## src/rtl/fifo_arb_pkg.sv

```systemverilog
// Shared types and width helpers for the round-robin FIFO push arbiter.
package fifo_arb_pkg;

   typedef enum logic {IDLE, OWN} arb_state_e;

   function automatic int unsigned idx_w(input int unsigned n);
      return (n <= 2) ? 1 : $clog2(n);
   endfunction

   function automatic int unsigned bcnt_w(input int unsigned burst_max);
      return (burst_max <= 1) ? 1 : $clog2(burst_max + 1);
   endfunction

endpackage

```

## src/rtl/rr_pick.sv

```systemverilog
// Combinational round-robin picker: first unmasked request at or after i_start, wrapping.
module rr_pick
   import fifo_arb_pkg::*;
#(
   parameter int unsigned NREQ = 4
) (
   input  logic [NREQ-1:0]              i_req,
   input  logic [idx_w(NREQ)-1:0]       i_start,
   input  logic [NREQ-1:0]              i_mask,
   output logic [idx_w(NREQ)-1:0]       o_idx,
   output logic                         o_valid
);

   localparam int unsigned IDXW = idx_w(NREQ);

   logic [NREQ-1:0] w_cand;

   always_comb begin
      w_cand  = i_req & ~i_mask;
      o_idx   = '0;
      o_valid = 1'b0;
      for (int unsigned k = 0; k < NREQ; k++) begin
         int unsigned p;
         p = (32'(i_start) + k) % NREQ;
         if (!o_valid && w_cand[p]) begin
            o_valid = 1'b1;
            o_idx   = IDXW'(p);
         end
      end
   end

endmodule

```

## src/rtl/fifo_push_arb.sv

```systemverilog
// Round-robin arbiter sharing one FIFO push port among NREQ requesters with bounded bursts.
module fifo_push_arb
   import fifo_arb_pkg::*;
#(
   parameter int unsigned NREQ      = 4,
   parameter int unsigned WIDTH     = 32,
   parameter int unsigned BURST_MAX = 4
) (
   input  logic                    clk,
   input  logic                    reset,
   input  logic [NREQ-1:0]         req,
   input  logic [NREQ*WIDTH-1:0]   data,
   output logic [NREQ-1:0]         ack,
   output logic [NREQ-1:0]         gnt,
   output logic                    fifo_push_req,
   output logic [WIDTH-1:0]        fifo_data_in,
   input  logic                    fifo_push_ack
);

   localparam int unsigned IDXW  = idx_w(NREQ);
   localparam int unsigned BCNTW = bcnt_w(BURST_MAX);
   localparam logic [IDXW-1:0]  LAST_IDX  = IDXW'(NREQ - 1);
   localparam logic [BCNTW-1:0] BURST_END = BCNTW'(BURST_MAX - 1);

   arb_state_e        r_st;
   logic [IDXW-1:0]   r_owner;
   logic [IDXW-1:0]   r_rr_ptr;
   logic [BCNTW-1:0]  r_bcnt;
   logic [NREQ-1:0]   r_gnt;

   logic              w_own;
   logic              w_owner_req;
   logic              w_xfer;
   logic              w_burst_end;
   logic [IDXW-1:0]   w_owner_nxt;
   logic [NREQ-1:0]   w_owner_oh;
   logic [NREQ-1:0]   w_pick_oh;
   logic [IDXW-1:0]   w_pick_start;
   logic [NREQ-1:0]   w_pick_mask;
   logic [IDXW-1:0]   w_pick_idx;
   logic              w_pick_valid;
   logic [IDXW-1:0]   w_sel;

   assign w_own        = (r_st == OWN);
   assign w_owner_req  = req[r_owner];
   assign w_xfer       = w_own & w_owner_req & fifo_push_ack;
   assign w_burst_end  = (r_bcnt == BURST_END);
   assign w_owner_nxt  = (r_owner == LAST_IDX) ? '0 : r_owner + 1'b1;
   assign w_sel        = w_own ? r_owner : '0;

   // While owning, the picker always scans from owner+1, which is the rotated rr_ptr.
   assign w_pick_start = w_own ? w_owner_nxt : r_rr_ptr;
   assign w_pick_mask  = (w_own && ((req & ~w_owner_oh) != '0)) ? w_owner_oh : '0;

   always_comb begin
      w_owner_oh   = '0;
      w_pick_oh    = '0;
      fifo_data_in = '0;
      for (int unsigned i = 0; i < NREQ; i++) begin
         w_owner_oh[i] = (IDXW'(i) == r_owner);
         w_pick_oh[i]  = (IDXW'(i) == w_pick_idx);
         if (IDXW'(i) == w_sel) begin
            fifo_data_in = data[i*WIDTH +: WIDTH];
         end
      end
   end

   rr_pick #(.NREQ(NREQ)) u_pick (
      .i_req   (req),
      .i_start (w_pick_start),
      .i_mask  (w_pick_mask),
      .o_idx   (w_pick_idx),
      .o_valid (w_pick_valid)
   );

   assign gnt           = reset ? '0 : r_gnt;
   assign fifo_push_req = w_own & w_owner_req & ~reset;
   assign ack           = (w_xfer && !reset) ? w_owner_oh : '0;

   always_ff @(posedge clk) begin
      if (reset) begin
         r_st     <= IDLE;
         r_owner  <= '0;
         r_rr_ptr <= '0;
         r_bcnt   <= '0;
         r_gnt    <= '0;
      end else begin
         case (r_st)
            IDLE: begin
               if (|req) begin
                  r_st    <= OWN;
                  r_owner <= w_pick_idx;
                  r_gnt   <= w_pick_oh;
                  r_bcnt  <= '0;
               end
            end
            OWN: begin
               if (w_xfer && !w_burst_end) begin
                  r_bcnt <= r_bcnt + 1'b1;
               end else if (w_xfer || !w_owner_req) begin
                  // Burst end or release: rotate and hand over without a bubble.
                  r_rr_ptr <= w_owner_nxt;
                  r_bcnt   <= '0;
                  if (w_pick_valid) begin
                     r_owner <= w_pick_idx;
                     r_gnt   <= w_pick_oh;
                  end else begin
                     r_st  <= IDLE;
                     r_gnt <= '0;
                  end
               end
            end
            default: r_st <= IDLE;
         endcase
      end
   end

endmodule

```

## config.mk

```make
export PLATFORM = sky130hd
export DESIGN_NAME = fifo_push_arb
export DESIGN_NICKNAME = d
export VERILOG_FILES = /design/src/rtl/fifo_arb_pkg.sv /design/src/rtl/rr_pick.sv /design/src/rtl/fifo_push_arb.sv
export SDC_FILE = /design/constraint.sdc
export NUM_CORES = 1
export LEC_CHECK = 0
export ABC_AREA = 0
export BUFFER_PORTS_ARGS = -buffer_cell sky130_fd_sc_hd__buf_2
export CAP_MARGIN = 20
export CORE_MARGIN = 2
export CORE_UTILIZATION = 41
export CTS_CLUSTER_DIAMETER = 60
export DETAILED_ROUTE_END_ITERATION = 10
export GPL_ROUTABILITY_DRIVEN = 0
export GPL_TIMING_DRIVEN = 1
export PLACE_DENSITY = 0.87
export SYNTH_ARGS = -nofsm -noshare
export SYNTH_HDL_FRONTEND = slang
export SYNTH_SLANG_ARGS = --single-unit
```

## constraint.sdc

```tcl
create_clock -name clk -period 3.65 [get_ports clk]
set_input_delay 0.1825 -clock clk [delete_from_list [all_inputs] [get_ports clk]]
set_output_delay 0.1825 -clock clk [all_outputs]
set_load 0.05 [all_outputs]
```

### After elaboration in Yosys (flattened, before gate mapping)

Cells that the tools add are included.

* logic and storage cells: 110
* memories kept: 0
* register bits after elaboration: 12
* output and inout bits: 41
* memory bits (read-only): 0
* latch bits: 0
* bits in writable memories: 0

* magnitude comparators: 5
* equality and inequality tests: 16
* bitwise logic cells: 10
* multiplexer cells: 47
* add/sub/neg operators: 5
* shift-type cells: 0
* multipliers: 0
* div/mod/pow operators: 0
* reductions and logical operators: 22

Operators by type and width (count)
* $mux 32: 4
* $mux 4: 7
* $mux 2: 11
* $lt 2x3->1 const B: 5
* $mux 1: 13
* $eq 2x2->1 const A: 6
* $bmux 1 s2: 5
* $mux 3: 3
* $and 4x4->4: 2
* $not 4->4: 2
* $pmux 4 s2: 1
* $eq 1x2->1 const A: 3
* $logic_and 1x1->1: 6
* $logic_not 1->1: 6
* $logic_not 2->1: 3
* $pmux 3 s2: 1
* $reduce_and 3->1: 2
* $add 2x1->2 const B: 2
* $add 2x2->2 const B: 2
* $ne 2x1->1 const B: 2
* $ne 2x2->1 const B: 2
* $pmux 2 s2: 1
* $reduce_and 4->1: 1
* $reduce_bool 4->1: 1
* other kinds (10): 14

### Logic depth before layout (Yosys ltp)

* word-level depth: 25
* mapped depth: 10
* depth with buffers taken out: 8

### Cells and area by module

Synthesis repeated with hierarchy kept, for this count alone.

* cells, all modules: 326
* area total of the unflattened synthesis: 2237.1 µm²

Modules (own cells, without submodules)
* fifo_push_arb: area an instance 2113.3 µm², times used 1, cells each 311
* rr_pick: area an instance 123.9 µm², times used 1, cells each 15

### Worst setup path after synthesis

Ideal clock, no wire load.

* path kind: register -> register
* start point: register r_owner[0]
* end point: register r_owner[1]
* path buffers: 2
* slack: 1246 ps
* library setup time: 71 ps
* stages on the path, launching flop included: 11
* arrival time: 2334 ps
* path through: dfxtp_1 buf_6 clkbuf_1 inv_1 ha_1 nand2b_1 a41oi_1 o211ai_2 a32o_1 or3_1 a21oi_1

* word-level cells in the longest chain between the ends: 24

Ends and longest elaborated chain
* start: declaration: line fifo_push_arb.sv:26 `logic [IDXW-1:0] r_owner;`
* start signal: assignment: line fifo_push_arb.sv:92 `r_owner <= w_pick_idx;`
* start signal: assignment: line fifo_push_arb.sv:105 `r_owner <= w_pick_idx;`
* $eq 1x2->1 (tied with other cells): line fifo_push_arb.sv:60 `w_owner_oh[i] = (IDXW'(i) == r_owner);`
* $not 4->4: line fifo_push_arb.sv:53 `assign w_pick_mask = (w_own && ((req & ~w_owner_oh) != '0)) ? w_owner_oh : '0;`
* $and 4x4->4: line fifo_push_arb.sv:53
* $reduce_bool 4->1: line fifo_push_arb.sv:53
* $logic_and 1x1->1: line fifo_push_arb.sv:53
* $mux 4: line fifo_push_arb.sv:53
* $not 4->4: line rr_pick.sv:19 `w_cand = i_req & ~i_mask;`
* $and 4x4->4: line rr_pick.sv:19
* [8 not listed]
* $mux 1: line rr_pick.sv:25 `if (!o_valid && w_cand[p]) begin`
* $logic_not 1->1: line rr_pick.sv:25
* $logic_and 1x1->1: line rr_pick.sv:25
* $mux 2: line rr_pick.sv:25
* $mux 2: line fifo_push_arb.sv:104 `if (w_pick_valid) begin`
* $mux 2: line fifo_push_arb.sv:100 `end else if (w_xfer || !w_owner_req) begin`
* $mux 2: line fifo_push_arb.sv:98 `if (w_xfer && !w_burst_end) begin`
* $pmux 2 s2: line fifo_push_arb.sv:88 `case (r_st)`

Several ways; a longest one is shown, not always the timed one. The select of a mux whose other input is x is not followed.
A chain may end at the register's enable or synchronous reset.

### Worst setup path in the final report

Same ends and word-level chain as after synthesis.

==> results by group <==
Job
  • Max_cap viols: 0

Die
  • Initial Util: 0.422
  • # rows: 26
  • Core ar.: 5070 um^2
  • Die Y: 76.3 um
  • Io pins: 176
  • Die Wd: 76.3 um
  • Die area: 5820 um^2

Clocking
  • Root Buffer: clkbuf_8
  • CTS tree: built
  • Clk slew on worst S/H paths: 60 ps
  • CTS Hold Bufs: 0
  • Clock latency on the worst-skew pair: 240 ps
  • Clock Sinks: 12
  • Resized cells post-CTS: 0
  • H-tree depth: 1
  • Setup Fix Bufs, Post-CTS: 0
  • Max clock buf depth: 2
  • Number of CTS-inserted buffers: 3

Min path
  • Worst min path class: primary input to flop

STA
  • Final setup violation count: 0
  • Period utilisation layout: 0.715
  • Fin crit period: 2610 ps
  • Fin. max-slew vios: 0
  • Fin. Hold Viols: 0
  • WHS: 273 ps
  • Unrepaired setup endpoints after global routing: no
  • Slew margin rel.: 0.325
  • Max Fclk: 383 MHz
  • Setup TNS: 0 ps
  • Final worst setup slack: 1040 ps
  • Worst slew pin tran: 1000 ps
  • Setup Skew: 0.622 ps

Routing
  • DR DRC count: 0
  • Vias: 2928
  • TritonRoute pass-1 iters: 4
  • Initial DRC Count: 89
  • Final WL: 7.73 mm
  • DR vias/cell: 5.66
  • Average wire per standard cell: 15.0 um
  • Routed Antenna Nets: 0

Placement
  • DP HPWL: 5.93 mm
  • Placed instance area: 3040 um^2
  • Place WS: 1080 ps
  • Port Buffers: 175

Pwr
  • Combinational power share: 0.731
  • Pwr Total: 1.28 mW
  • Reg power frac: 0.155
  • PwrDens: 412 nW/um^2
  • Sw power: 0.707 mW
  • Leakage: 1.43 nW
  • Maximum VDD drop: 0.282 mV
  • Int Pwr: 0.568 mW
  • Clock network power share: 0.114
  • Switching portion of total power: 0.554

Layout
  • Fraction of layout cells with a size suffix above 1: 0.512
  • Diodes inserted: 0
  • Fill count: 479
  • Synthesis-to-layout area growth: 44.5%
  • Fin area: 3090 um^2
  • Nets: 589

Synth
  • #FFs+latches synth: 12
  • Largest area contributor in the netlist: mux2_2
  • Sequential share of the synthesized area: 0.112
  • Syn Std Cell Area: 2140 um^2
  • Netlist cell types: 45
  • Post-Syn Area per Cell: 7.41 um^2
  • Ys Warns: 0
  • Synth Instances: 289
  • Post-synth EDFFs: 0
  • Yosys top cell area share: 0.173
  • Mapped Nets: 430
  • Area contributors post-synth: mux2_2 (17%), dfxtp_1 (11%), nand3b_1 (11%)
  • Most used DFF post-synth: dfxtp_1
  • Post-synth ARST share: 0

GRT
  • GR Overflow Total: 0
  • Gr usage total: 0.243
  • Largest net degree at the start of global routing: 54
  • Initial antenna violation count: 0
  • First-pass GRT wire length: 12.2 mm
  • Number of global-route vias before repair: 2740

Setup path
  • Crit end category: flop
  • Req. time, crit path: 3820 ps
  • CP max FO: 49
  • Critical path arrival: 2780 ps
  • Startpoint Class: flop
  • Critical path type: flop to flop
  • CP Cell Sequence: inv_1 -> ha_1 -> nand2b_1 -> a41oi_1 -> o211ai_2 -> a32o_1 -> or3_1 -> a21oi_1
  • CP peak stage delay: 670 ps
  • Critical path's slowest cell: dfxtp_4

Outcome
  • Status: complete, no violations
Yosys cell counts (2+ instances only):
library cell / instances
a21boi_0: 2
a21boi_1: 2
a21oi_1: 35
a22oi_1: 2
a41o_1: 2
a41oi_1: 3
and3_1: 4
buf_1: 2
clkbuf_1: 22
dfxtp_1: 12
ha_1: 6
inv_1: 6
mux2_2: 33
mux2i_1: 4
nand2_1: 5
nand2b_1: 3
nand3b_1: 32
nor2_1: 10
nor2b_1: 4
o21ai_0: 39
o21ai_1: 3
o22ai_1: 34
o31ai_1: 2
cells by family after synthesis:
family,share of synthesized area
adders and majority gates,0.0350
DFF,0.112
muxes,0.209
AOI/OAI and AO/OA,0.386
and+or+nand+nor,0.197
buffers and inverters,0.0613
final timing paths:
kind                    from          to  slack, ps  cells after the start
setup / recovery  r_owner[0]  r_owner[1]       1040                      8
hold / removal         reset   r_bcnt[0]        270                      2
hold reg to reg    r_bcnt[1]   r_bcnt[1]        500                      2
setup reg to reg  r_owner[0]  r_owner[1]       1040                      8
state kept, by name (all words and copies together) (netlist names):
name / flops
r_gnt: 4
r_bcnt: 3
r_owner: 2
r_rr_ptr: 2
r_st: 1
area by class of cell:
class,count,area [um^2],area share
Clock buffer,4,55.1,0.0178
Inverter,6,22.5,0.00728
Multi-Input combinational cell,245,1770,0.572
Sequential cell,12,245,0.0793
Tap cell,70,87.6,0.0283
Timing Repair Buffer,180,913,0.295
critical path, delay by kind of cell, from the launching register on:
| kind | cells | cell delay (ps) |
|---|---|---|
| adder cells (fa/ha/maj) | 1 | 250 |
| AO/OA/AOI/OAI | 4 | 920 |
| AND/OR/NAND/NOR | 2 | 520 |
| buffers and inverters | 1 | 160 |
| flip-flops | 1 | 670 |
power groups by stage:
stage	clock (mW)	sequential, mW	combinational [mW]
final	0.146	0.198	0.932
after global routing	0.152	0.203	0.994
after CTS	0.146	0.197	0.927
after detailed placement	0	0.199	0.923
after global placement	0	0.198	0.909
after floorplan	0	0.160	0.740
layout by cell type, fill, tap and decap left out, drive strengths merged, types with 2 or more instances in the layout:
| master | synthesis | layout |
|---|---|---|
| inv | 6 | 6 |
| a21oi | 36 | 36 |
| a21boi | 4 | 4 |
| nand3b | 32 | 32 |
| a22oi | 2 | 2 |
| mux2i | 5 | 5 |
| o21ai | 42 | 42 |
| o31ai | 2 | 2 |
| a41o | 2 | 2 |
| nand2b | 5 | 5 |
| clkbuf | 22 | 4 |
| o22ai | 34 | 34 |
| dfxtp | 12 | 12 |
| buf | 4 | 180 |
| nand2 | 6 | 6 |
| mux2 | 33 | 33 |
| a41oi | 4 | 4 |
| and3 | 4 | 4 |
| nor2b | 4 | 4 |
| ha | 6 | 6 |
| nor2 | 10 | 10 |
stage by stage:
step	util	cells
2_1_floorplan	-	289
3_3_place_gp	0.599	513
3_5_place_dp	0.599	513
4_1_cts	0.610	517
5_1_grt	0.610	517
6_report	0.610	517
per-layer routing:
layer  part of all wire  GRT usage  vias up  wire (um)
met3              0.060     0.0213       12        467
met2               0.50      0.449      130       3850
li1                   -          -     1448          -
met1               0.43      0.306     1338       3310
met4              0.014     0.0491        0        106
met5                  0          0        -          0
(Power assumes the default switching activity.)
